===== src/rtl/arm7tdmi_lsu_pkg.sv =====
// Shared types for the ARM7TDMI load/store unit: transfer sizes and LSU states.
package arm7tdmi_pkg;

  typedef enum logic [1:0] {
    LSU_BYTE = 2'b00,
    LSU_HALF = 2'b01,
    LSU_WORD = 2'b10
  } lsu_size_t;

  typedef enum logic [1:0] {
    IDLE   = 2'b00,
    ACCESS = 2'b01,
    RESP   = 2'b10
  } lsu_state_t;

endpackage


===== src/rtl/arm7tdmi_lsu_align.sv =====
// Lane steering for the LSU: byte enables, replicated store data, extracted load data.
// Define LSU_UNALIGNED_ROT_EN to rotate unaligned word loads (ARM7TDMI behaviour).
module arm7tdmi_lsu_align
  import arm7tdmi_pkg::*;
(
  input  logic [1:0]  size_i,
  input  logic        signed_i,
  input  logic [1:0]  addr_lo_i,
  input  logic [31:0] wdata_i,
  input  logic [31:0] rdata_i,
  output logic [3:0]  be_o,
  output logic [31:0] wdata_o,
  output logic [31:0] rdata_o
);

  logic [7:0]  lane_b;
  logic [15:0] lane_h;
  logic [31:0] word_rd;

  always_comb begin
    lane_b = rdata_i[7:0];
    case (addr_lo_i)
      2'd1:    lane_b = rdata_i[15:8];
      2'd2:    lane_b = rdata_i[23:16];
      2'd3:    lane_b = rdata_i[31:24];
      default: lane_b = rdata_i[7:0];
    endcase
    lane_h = addr_lo_i[1] ? rdata_i[31:16] : rdata_i[15:0];
  end

`ifdef LSU_UNALIGNED_ROT_EN
  always_comb begin
    word_rd = rdata_i;
    case (addr_lo_i)
      2'd1:    word_rd = {rdata_i[7:0],  rdata_i[31:8]};
      2'd2:    word_rd = {rdata_i[15:0], rdata_i[31:16]};
      2'd3:    word_rd = {rdata_i[23:0], rdata_i[31:24]};
      default: word_rd = rdata_i;
    endcase
  end
`else
  assign word_rd = rdata_i;
`endif

  // Size 2'b11 falls into the word branch.
  always_comb begin
    be_o    = 4'hF;
    wdata_o = wdata_i;
    rdata_o = word_rd;
    case (size_i)
      LSU_BYTE: begin
        be_o    = 4'b0001 << addr_lo_i;
        wdata_o = {4{wdata_i[7:0]}};
        rdata_o = {{24{signed_i & lane_b[7]}}, lane_b};
      end
      LSU_HALF: begin
        be_o    = addr_lo_i[1] ? 4'b1100 : 4'b0011;
        wdata_o = {2{wdata_i[15:0]}};
        rdata_o = {{16{signed_i & lane_h[15]}}, lane_h};
      end
      default: begin
        be_o    = 4'hF;
        wdata_o = wdata_i;
        rdata_o = word_rd;
      end
    endcase
  end

endmodule


===== src/rtl/arm7tdmi_lsu.sv =====
// ARM7TDMI load/store unit: one single-data transfer at a time, bus wait with timeout abort.
// Unaligned word-load rotation is selected by LSU_UNALIGNED_ROT_EN (see arm7tdmi_lsu_align).
//   state  | meaning
//   IDLE   | ready for a request, latches req_* on accept
//   ACCESS | bus strobes driven until mem_ready or timeout
//   RESP   | one-cycle done/writeback pulse
module arm7tdmi_lsu
  import arm7tdmi_pkg::*;
#(
  parameter int TIMEOUT = 64
) (
  input  logic        clk,
  input  logic        rst_n,
  input  logic        req_valid,
  output logic        req_ready,
  input  logic        req_load,
  input  logic [1:0]  req_size,
  input  logic        req_signed,
  input  logic [31:0] req_addr,
  input  logic [31:0] req_wdata,
  input  logic [3:0]  req_rd,
  output logic [31:0] mem_addr,
  output logic [31:0] mem_wdata,
  input  logic [31:0] mem_rdata,
  output logic        mem_we,
  output logic        mem_re,
  output logic [3:0]  mem_be,
  input  logic        mem_ready,
  output logic        done,
  output logic        wb_we,
  output logic [3:0]  wb_rd,
  output logic [31:0] wb_data,
  output logic        abort
);

  localparam int CW = (TIMEOUT > 0) ? $clog2(TIMEOUT + 1) : 1;
  localparam logic [CW-1:0] CNT_MAX = CW'((TIMEOUT > 0) ? TIMEOUT : 1);

  lsu_state_t    state_q, state_d;
  logic [CW-1:0] cnt_q, cnt_d;
  logic          rdy_q;
  logic          load_q, signed_q;
  logic [1:0]    size_q;
  logic [31:0]   addr_q, wdata_q;
  logic [3:0]    rd_q;
  logic          done_q, wb_we_q, abort_q;
  logic [3:0]    wb_rd_q;
  logic [31:0]   wb_data_q;

  logic          accept, in_access, timed_out, strobe, enter_resp;
  logic [3:0]    be;
  logic [31:0]   st_data, ld_data;

  arm7tdmi_lsu_align u_align (
    .size_i    (size_q),
    .signed_i  (signed_q),
    .addr_lo_i (addr_q[1:0]),
    .wdata_i   (wdata_q),
    .rdata_i   (mem_rdata),
    .be_o      (be),
    .wdata_o   (st_data),
    .rdata_o   (ld_data)
  );

  assign in_access = (state_q == ACCESS);
  assign timed_out = in_access && (TIMEOUT != 0) && (cnt_q == CNT_MAX);
  assign accept    = (state_q == IDLE) && rdy_q && req_valid;

  always_comb begin
    state_d = state_q;
    cnt_d   = cnt_q;
    case (state_q)
      IDLE: begin
        if (accept) begin
          state_d = ACCESS;
          cnt_d   = '0;
        end
      end
      ACCESS: begin
        if (timed_out || mem_ready) begin
          state_d = RESP;
        end else if (cnt_q != CNT_MAX) begin
          cnt_d = cnt_q + 1'b1;
        end
      end
      RESP:    state_d = IDLE;
      default: state_d = IDLE;
    endcase
  end

  assign enter_resp = in_access && (state_d == RESP);

  always_ff @(posedge clk or negedge rst_n) begin
    if (!rst_n) begin
      state_q   <= IDLE;
      cnt_q     <= '0;
      rdy_q     <= 1'b0;
      load_q    <= 1'b0;
      signed_q  <= 1'b0;
      size_q    <= 2'b00;
      addr_q    <= '0;
      wdata_q   <= '0;
      rd_q      <= '0;
      done_q    <= 1'b0;
      wb_we_q   <= 1'b0;
      abort_q   <= 1'b0;
      wb_rd_q   <= '0;
      wb_data_q <= '0;
    end else begin
      state_q   <= state_d;
      cnt_q     <= cnt_d;
      rdy_q     <= 1'b1;
      if (accept) begin
        load_q   <= req_load;
        signed_q <= req_signed;
        size_q   <= req_size;
        addr_q   <= req_addr;
        wdata_q  <= req_wdata;
        rd_q     <= req_rd;
      end
      done_q    <= enter_resp;
      abort_q   <= enter_resp & timed_out;
      wb_we_q   <= enter_resp & load_q & ~timed_out;
      wb_rd_q   <= enter_resp ? rd_q : 4'd0;
      wb_data_q <= (enter_resp & load_q & ~timed_out) ? ld_data : 32'd0;
    end
  end

  // Strobes fall as soon as the wait counter hits the limit, one cycle ahead of RESP.
  assign strobe    = in_access & ~timed_out;
  assign mem_re    = strobe & load_q;
  assign mem_we    = strobe & ~load_q;
  assign mem_addr  = in_access ? {addr_q[31:2], 2'b00} : 32'd0;
  assign mem_be    = in_access ? be : 4'd0;
  assign mem_wdata = in_access ? st_data : 32'd0;

  assign req_ready = rdy_q & (state_q == IDLE);
  assign done      = done_q;
  assign wb_we     = wb_we_q;
  assign abort     = abort_q;
  assign wb_rd     = wb_rd_q;
  assign wb_data   = wb_data_q;

endmodule


===== config.mk =====
export PLATFORM = sky130hd
export DESIGN_NAME = arm7tdmi_lsu
export DESIGN_NICKNAME = d
export VERILOG_FILES = /design/src/rtl/arm7tdmi_lsu_pkg.sv /design/src/rtl/arm7tdmi_lsu_align.sv /design/src/rtl/arm7tdmi_lsu.sv
export SDC_FILE = /design/constraint.sdc
export NUM_CORES = 1
export LEC_CHECK = 0
export CAP_MARGIN = 20
export CORE_MARGIN = 8
export CORE_UTILIZATION = 47
export DETAILED_ROUTE_END_ITERATION = 8
export HOLD_SLACK_MARGIN = 0.03
export PLACE_DENSITY = 0.85
export SKIP_CTS_REPAIR_TIMING = 1
export SLEW_MARGIN = 20
export SYNTH_ARGS = -nofsm -noshare
export SYNTH_HDL_FRONTEND = slang
export SYNTH_SLANG_ARGS = --single-unit

===== constraint.sdc =====
create_clock -name clk -period 4.56 [get_ports clk]
set_input_delay 0.912 -clock clk [delete_from_list [all_inputs] [get_ports clk]]
set_output_delay 0.912 -clock clk [all_outputs]
set_load 0.005 [all_outputs]

# After elaboration in Yosys (flattened, before gate mapping)
# Index checks and enable logic that the tools add are counted.
[word_totals]
inputBits = 108
wordCells = 65
register_bits = 121
output_inout_bits = 110
[op_classes]
mux = 18
n_eq_ne = 11
n_reduce_logical = 9
add_sub_neg = 1
shift = 1
bitwise = 11
[ops]
columns = ["cell", "count"]
rows = [
  ["one-hot mux 32 bit (2 select lines)", 2],
  ["2-to-1 mux 32 bit", 3],
  ["one-hot mux 8 bit (3 select lines)", 1],
  ["2-to-1 mux 7 bit", 3],
  ["2-to-1 mux 16 bit", 1],
  ["one-hot mux 7 bit (2 select lines)", 1],
  ["2-to-1 mux 4 bit", 3],
  ["bitwise AND 1 bit", 9],
  ["one-hot mux 4 bit (2 select lines)", 1],
  ["adder 7 x 1 -> 7 bit (second input constant)", 1],
  ["equality test 7 bit (second input constant)", 1],
  ["!= test 7 bit (second input constant)", 1],
  ["equality test 2 x 1 -> 1 bit (second input constant)", 3],
  ["equality test 2 bit (second input constant)", 3],
  ["logical AND 1 bit", 4],
  ["logical NOT 2 bit", 2],
  ["2-to-1 mux 2 bit", 2],
  ["!= test 2 bit (second input constant)", 2],
  ["one-hot mux 2 bit (2 select lines)", 1],
  ["AND reduction 4 bit", 1],
  ["<< shifter 1 x 2 -> 4 bit (first input constant)", 1],
  ["!= test 2 x 1 -> 1 bit (second input constant)", 1],
  ["inverter 1 bit", 2],
  ["nonzero test 2 bit", 1],
  ["logical OR 1 bit", 1],
]

# Longest topological paths before layout
[depth]
ltp_word = 10
mapped_depth = 8
depth_no_buf = 6

# Hierarchy
# From an unflattened synthesis, not the netlist that was laid out.
[unflattened]
hier_cells = 694
hier_area_um2 = 6252.2
[by_module_without_submodules]
columns = ["module", "seq_area_each_um2", "n_inst", "cells_each", "area_each_um2"]
rows = [
  ["arm7tdmi_lsu", 3027.9, 1, 519, 4994.8],
  ["arm7tdmi_lsu_align", 0.0, 1, 175, 1257.5],
]

# Least setup slack after synthesis
# Ideal clock, no wire load.
[synth_path]
kind = "reg2out"
from = "register size_q[0]"
to = "output port mem_wdata[30]"
t_arrival_ps = 1245
n_path_buf = 2
path_stages_with_launch = 7
slack_ps = 2403
t_required_ps = 3648
cell_sequence = "dfrtp_1 -> clkbuf_1 -> buf_2 -> mux2i_1 -> nor2_1 -> a21oi_1 -> nor2_1"
[synth_via]
elab_chain_cells = 3
word_cells_on_any_way = 4
cone_classes = "eq/ne (1); mux (2); reduce/logical (1)"
[synth_lines]
columns = ["item", "line", "source"]
rows = [
  ["from (decl)", "arm7tdmi_lsu.sv:43", "logic [1:0] size_q;"],
  ["from (signal assigned)", "arm7tdmi_lsu.sv:116", "size_q <= req_size;"],
  ["equality test 2 x 1 -> 1 bit / logical NOT 2 bit (equally long branches)", "arm7tdmi_lsu_align.sv:50", "case (size_i)"],
  ["one-hot mux 32 bit (2 select lines) (*)", "arm7tdmi_lsu_align.sv:50", ""],
  ["2-to-1 mux 32 bit (*)", "arm7tdmi_lsu.sv:135", "assign mem_wdata = in_access ? st_data : 32'd0;"],
  ["to (decl)", "arm7tdmi_lsu.sv:23", "output logic [31:0] mem_wdata,"],
]
# Every way passes the cells marked *; elsewhere a longest branch is shown, timed or not.

# Worst setup path after layout
[layout_path]
from = "register size_q[0]"
to = "output port mem_be[0]"
[layout_via]
elab_chain_cells = 3
word_cells_on_any_way = 4
cone_classes = "eq/ne (1); mux (2); reduce/logical (1)"
[layout_lines]
columns = ["item", "line", "source"]
rows = [
  ["equality test 2 x 1 -> 1 bit / logical NOT 2 bit (equally long branches)", "arm7tdmi_lsu_align.sv:50", ""],
  ["one-hot mux 4 bit (2 select lines) (*)", "arm7tdmi_lsu_align.sv:50", ""],
  ["2-to-1 mux 4 bit (*)", "arm7tdmi_lsu.sv:134", "assign mem_be = in_access ? be : 4'd0;"],
  ["to (decl)", "arm7tdmi_lsu.sv:27", "output logic [3:0] mem_be,"],
]
# Marked as above.

==> impl_metrics.json <==
{
  "io_buffers": 215,
  "routed_wl_um": 17630,
  "synth_edf_count": 0,
  "path_cells": "nor2b_1 > o21ai_1 > and2_1 > clkdlybuf4s50_1",
  "yosysUniqueCellTypes": 39,
  "total_leakage_power_nw": 3.950,
  "grt_pass1_vias": 5445,
  "cts_tree": "yes",
  "drcViolationCount": 0,
  "p_int_mw": 2.622,
  "vias": 5212,
  "cts.clk_slew.worst_paths_ns": 0.05,
  "startpoint_type": "register",
  "synth-seq-cells": 121,
  "coreArea_um2": 11810,
  "cpPeakStageDelay_ns": 0.78,
  "finalHoldViolations": 0,
  "criticalPathCategory": "reg -> out",
  "hold_path.class": "reg -> reg",
  "cpMaxStageDelayCell": "dfrtp_1",
  "finalCritPeriodShare_pct": 78.00,
  "track_usage_pct": 22.43,
  "routed_via_density": 5.222,
  "initial_core_util_pct": 47.40,
  "async_flop_share_pct": 100.0,
  "n_antenna_cell": 0,
  "outcome": "finished clean",
  "drtPass1Iterations": 6,
  "die_area_um2": 15660,
  "nets": 948,
  "ys_top_cells_by_area": "dfrtp_1 54%, nand2_1 16%, and2_1 5.1%",
  "grt_antenna_before_repair": 1,
  "setup_viol": 0,
  "arrival_ns": 2.64,
  "die_y_um": 125.1,
  "postSynthAreaPerCell_um2": 8.804,
  "seqPwrFrac_pct": 38.5,
  "cts_max_level": 4,
  "place_congestion": 0.8723,
  "hpwlAfterDp_um": 12730,
  "sw_frac_of_total_pct": 29.09,
  "worst_slew_pin_slew_ns": 0.8613,
  "grt_pass1_wl_um": 28080,
  "clkLatencyLatePin_ns": 0.41,
  "pre_cts_ws_ns": 1.479,
  "cap_viol_max_count": 0,
  "cp_max_fo": 18,
  "ioPinCount": 218,
  "fin_cells": 998,
  "timing.hold.ws_ns": 0.4640,
  "switching_power_mw": 1.076,
  "clockPowerShare_pct": 37.5,
  "worst_slack_ns": 1.003,
  "slew_violations": 0,
  "clock_sinks": 121,
  "setup_tns_ns": 0,
  "synth_ff_type": "dfrtp_1",
  "finClkSkew_ns": 0.007456,
  "synthCells": 636,
  "ys_seq_area_share_pct": 54.08,
  "num_rows": 40,
  "p_total_mw": 3.698,
  "worstSetupEndpointType": "primary output",
  "synth_top_area_share_pct": 54.08,
  "rsz0062_at_grt": "no",
  "die_w_um": 125.1,
  "ir_worst_vdd_mv": 0.3124,
  "powerDensity_nw_per_um2": 438.5,
  "synth.cell_area_um2": 5599,
  "synth_top_area_cell": "dfrtp_1",
  "fmax_ghz": 0.2812,
  "cts_root_buffer": "clkbuf_16",
  "wl_per_cell_um": 17.67,
  "slew_headroom_pct": 42.58,
  "synth_warnings": 0,
  "layout-drive-gt1-share_pct": 7.756,
  "required_ns": 3.65,
  "drtIter0Drc": 500,
  "grt_max_degree": 67,
  "post-route-min-period_ns": 3.557,
  "antenna_left": 0,
  "cts_max_path_buffers": 2,
  "pwr-share-comb_pct": 24.1,
  "grt_overflow": 0,
  "cts_inserted_buffers": 17,
  "syn2layout_area_growth_pct": 50.61,
  "dp_cells": 966
}
==> flip-flops by register name, indices dropped and copies added, names as in the netlist <==
signal    count
addr_q       32
wb_data      32
wdata_q      32
cnt_q         7
rd_q          4
wb_rd         4
size_q        2
state_q       2
abort         1
done          1
load_q        1
rdy_q         1
signed_q      1
wb_we         1
==> power by group through the flow <==
stage | Sequential, mW | Clock, mW | Combinational (mW)
finish | 1.42 | 1.39 | 0.890
CTS | 1.42 | 1.41 | 0.895
detailed placement | 1.44 | 0 | 0.885
global route | 1.45 | 1.45 | 0.980
floorplan | 1.36 | 0 | 0.511
global placement | 1.43 | 0 | 0.858
==> worst paths after layout <==
kind | slack [ns] | from | endpoint | cells after the start
setup / recovery | 1.00 | size_q[0] | mem_be[0] | 4
hold / removal | 0.46 | addr_q[19] | addr_q[19] | 2
setup reg to reg | 2.22 | size_q[0] | wb_data[15] | 3
hold reg to reg | 0.46 | addr_q[19] | addr_q[19] | 2
max in group asynchronous | 3.08 | rst_n | addr_q[22] | 2
min in group asynchronous | 0.60 | rst_n | addr_q[16] | 1
==> cells in the final DEF, fill, tap and decap left out, types with 3 or more instances in the layout <==
cell / netlist / routed
inv_1: 24 / 24
bufinv_16: 0 / 3
and2_1: 46 / 45
xnor2_1: 3 / 3
clkinv_2: 0 / 3
mux2_2: 10 / 10
dfrtp_1: 121 / 120
conb_1: 2 / 3
clkinvlp_4: 0 / 4
clkbuf_8: 0 / 4
a21oi_2: 10 / 10
nor3_1: 3 / 3
clkdlybuf4s50_1: 0 / 214
a22oi_1: 7 / 7
a222oi_1: 8 / 8
a21oi_1: 35 / 35
clkbuf_16: 0 / 17
mux2i_1: 16 / 16
buf_4: 2 / 8
nand3b_1: 3 / 3
o21ai_0: 9 / 9
nor2_1: 41 / 41
nand2_1: 234 / 233
==> synth_stat cells (all sizes together) (2+ instances only) <==
cell / instances
or3: 2
a22oi: 7
a21o: 2
clkbuf: 20
o211ai: 2
nand3: 2
mux2i: 16
a21oi: 45
dfrtp: 121
nor2: 41
xnor2: 3
mux2: 10
and2: 46
o21ai: 10
nor2b: 2
buf: 20
inv: 24
a222oi: 8
ha: 2
nor3: 3
nand2: 234
conb: 2
nand3b: 3
==> cells by family (layout without fill, tap and decap cells) <==
family,after synthesis,count (layout),synth area share (%)
fa+ha+maj,2,2,0.4469
simple gates,340,340,25.79
buf+inv,64,278,4.961
compound gates,78,78,9.251
mux,26,26,4.871
other cells,2,3,0.1341
flops,121,121,54.08
xor+xnor,3,3,0.4694
==> stage by stage <==
step           cell area (um^2)  util [%]
6_report                   8433     71.40
5_1_grt                    8433     71.40
4_1_cts                    8433     71.40
3_5_place_dp               7809     66.11
3_3_place_gp               7809     66.11
2_1_floorplan              5603         -
==> worst max-delay path, delay by kind of cell, from the launching register on <==
| family | cells | cell delay, ns |
|---|---|---|
| compound gates | 1 | 0.51 |
| flops | 1 | 0.78 |
| buf+inv | 1 | 0.54 |
| simple gates | 2 | 0.40 |
==> layout make-up <==
| type | count | area, um^2 |
|---|---|---|
| Tap cell | 147 | 183.9 |
| Multi-Input combinational cell | 452 | 2303 |
| Fill cell | 890 | 3378 |
| Sequential cell | 121 | 3029 |
| Clock inverter | 11 | 143.9 |
| Clock buffer | 21 | 480.5 |
| Inverter | 24 | 90.09 |
| Timing Repair Buffer | 222 | 2202 |
==> routing by layer <==
metal  routed length, um  track usage, %
met1                7226           25.75
met2                8708           38.29
met3                1390           7.182
met4                 295           8.596
met5                   9               0
Note: power is estimated with default switching activity, not from simulation.
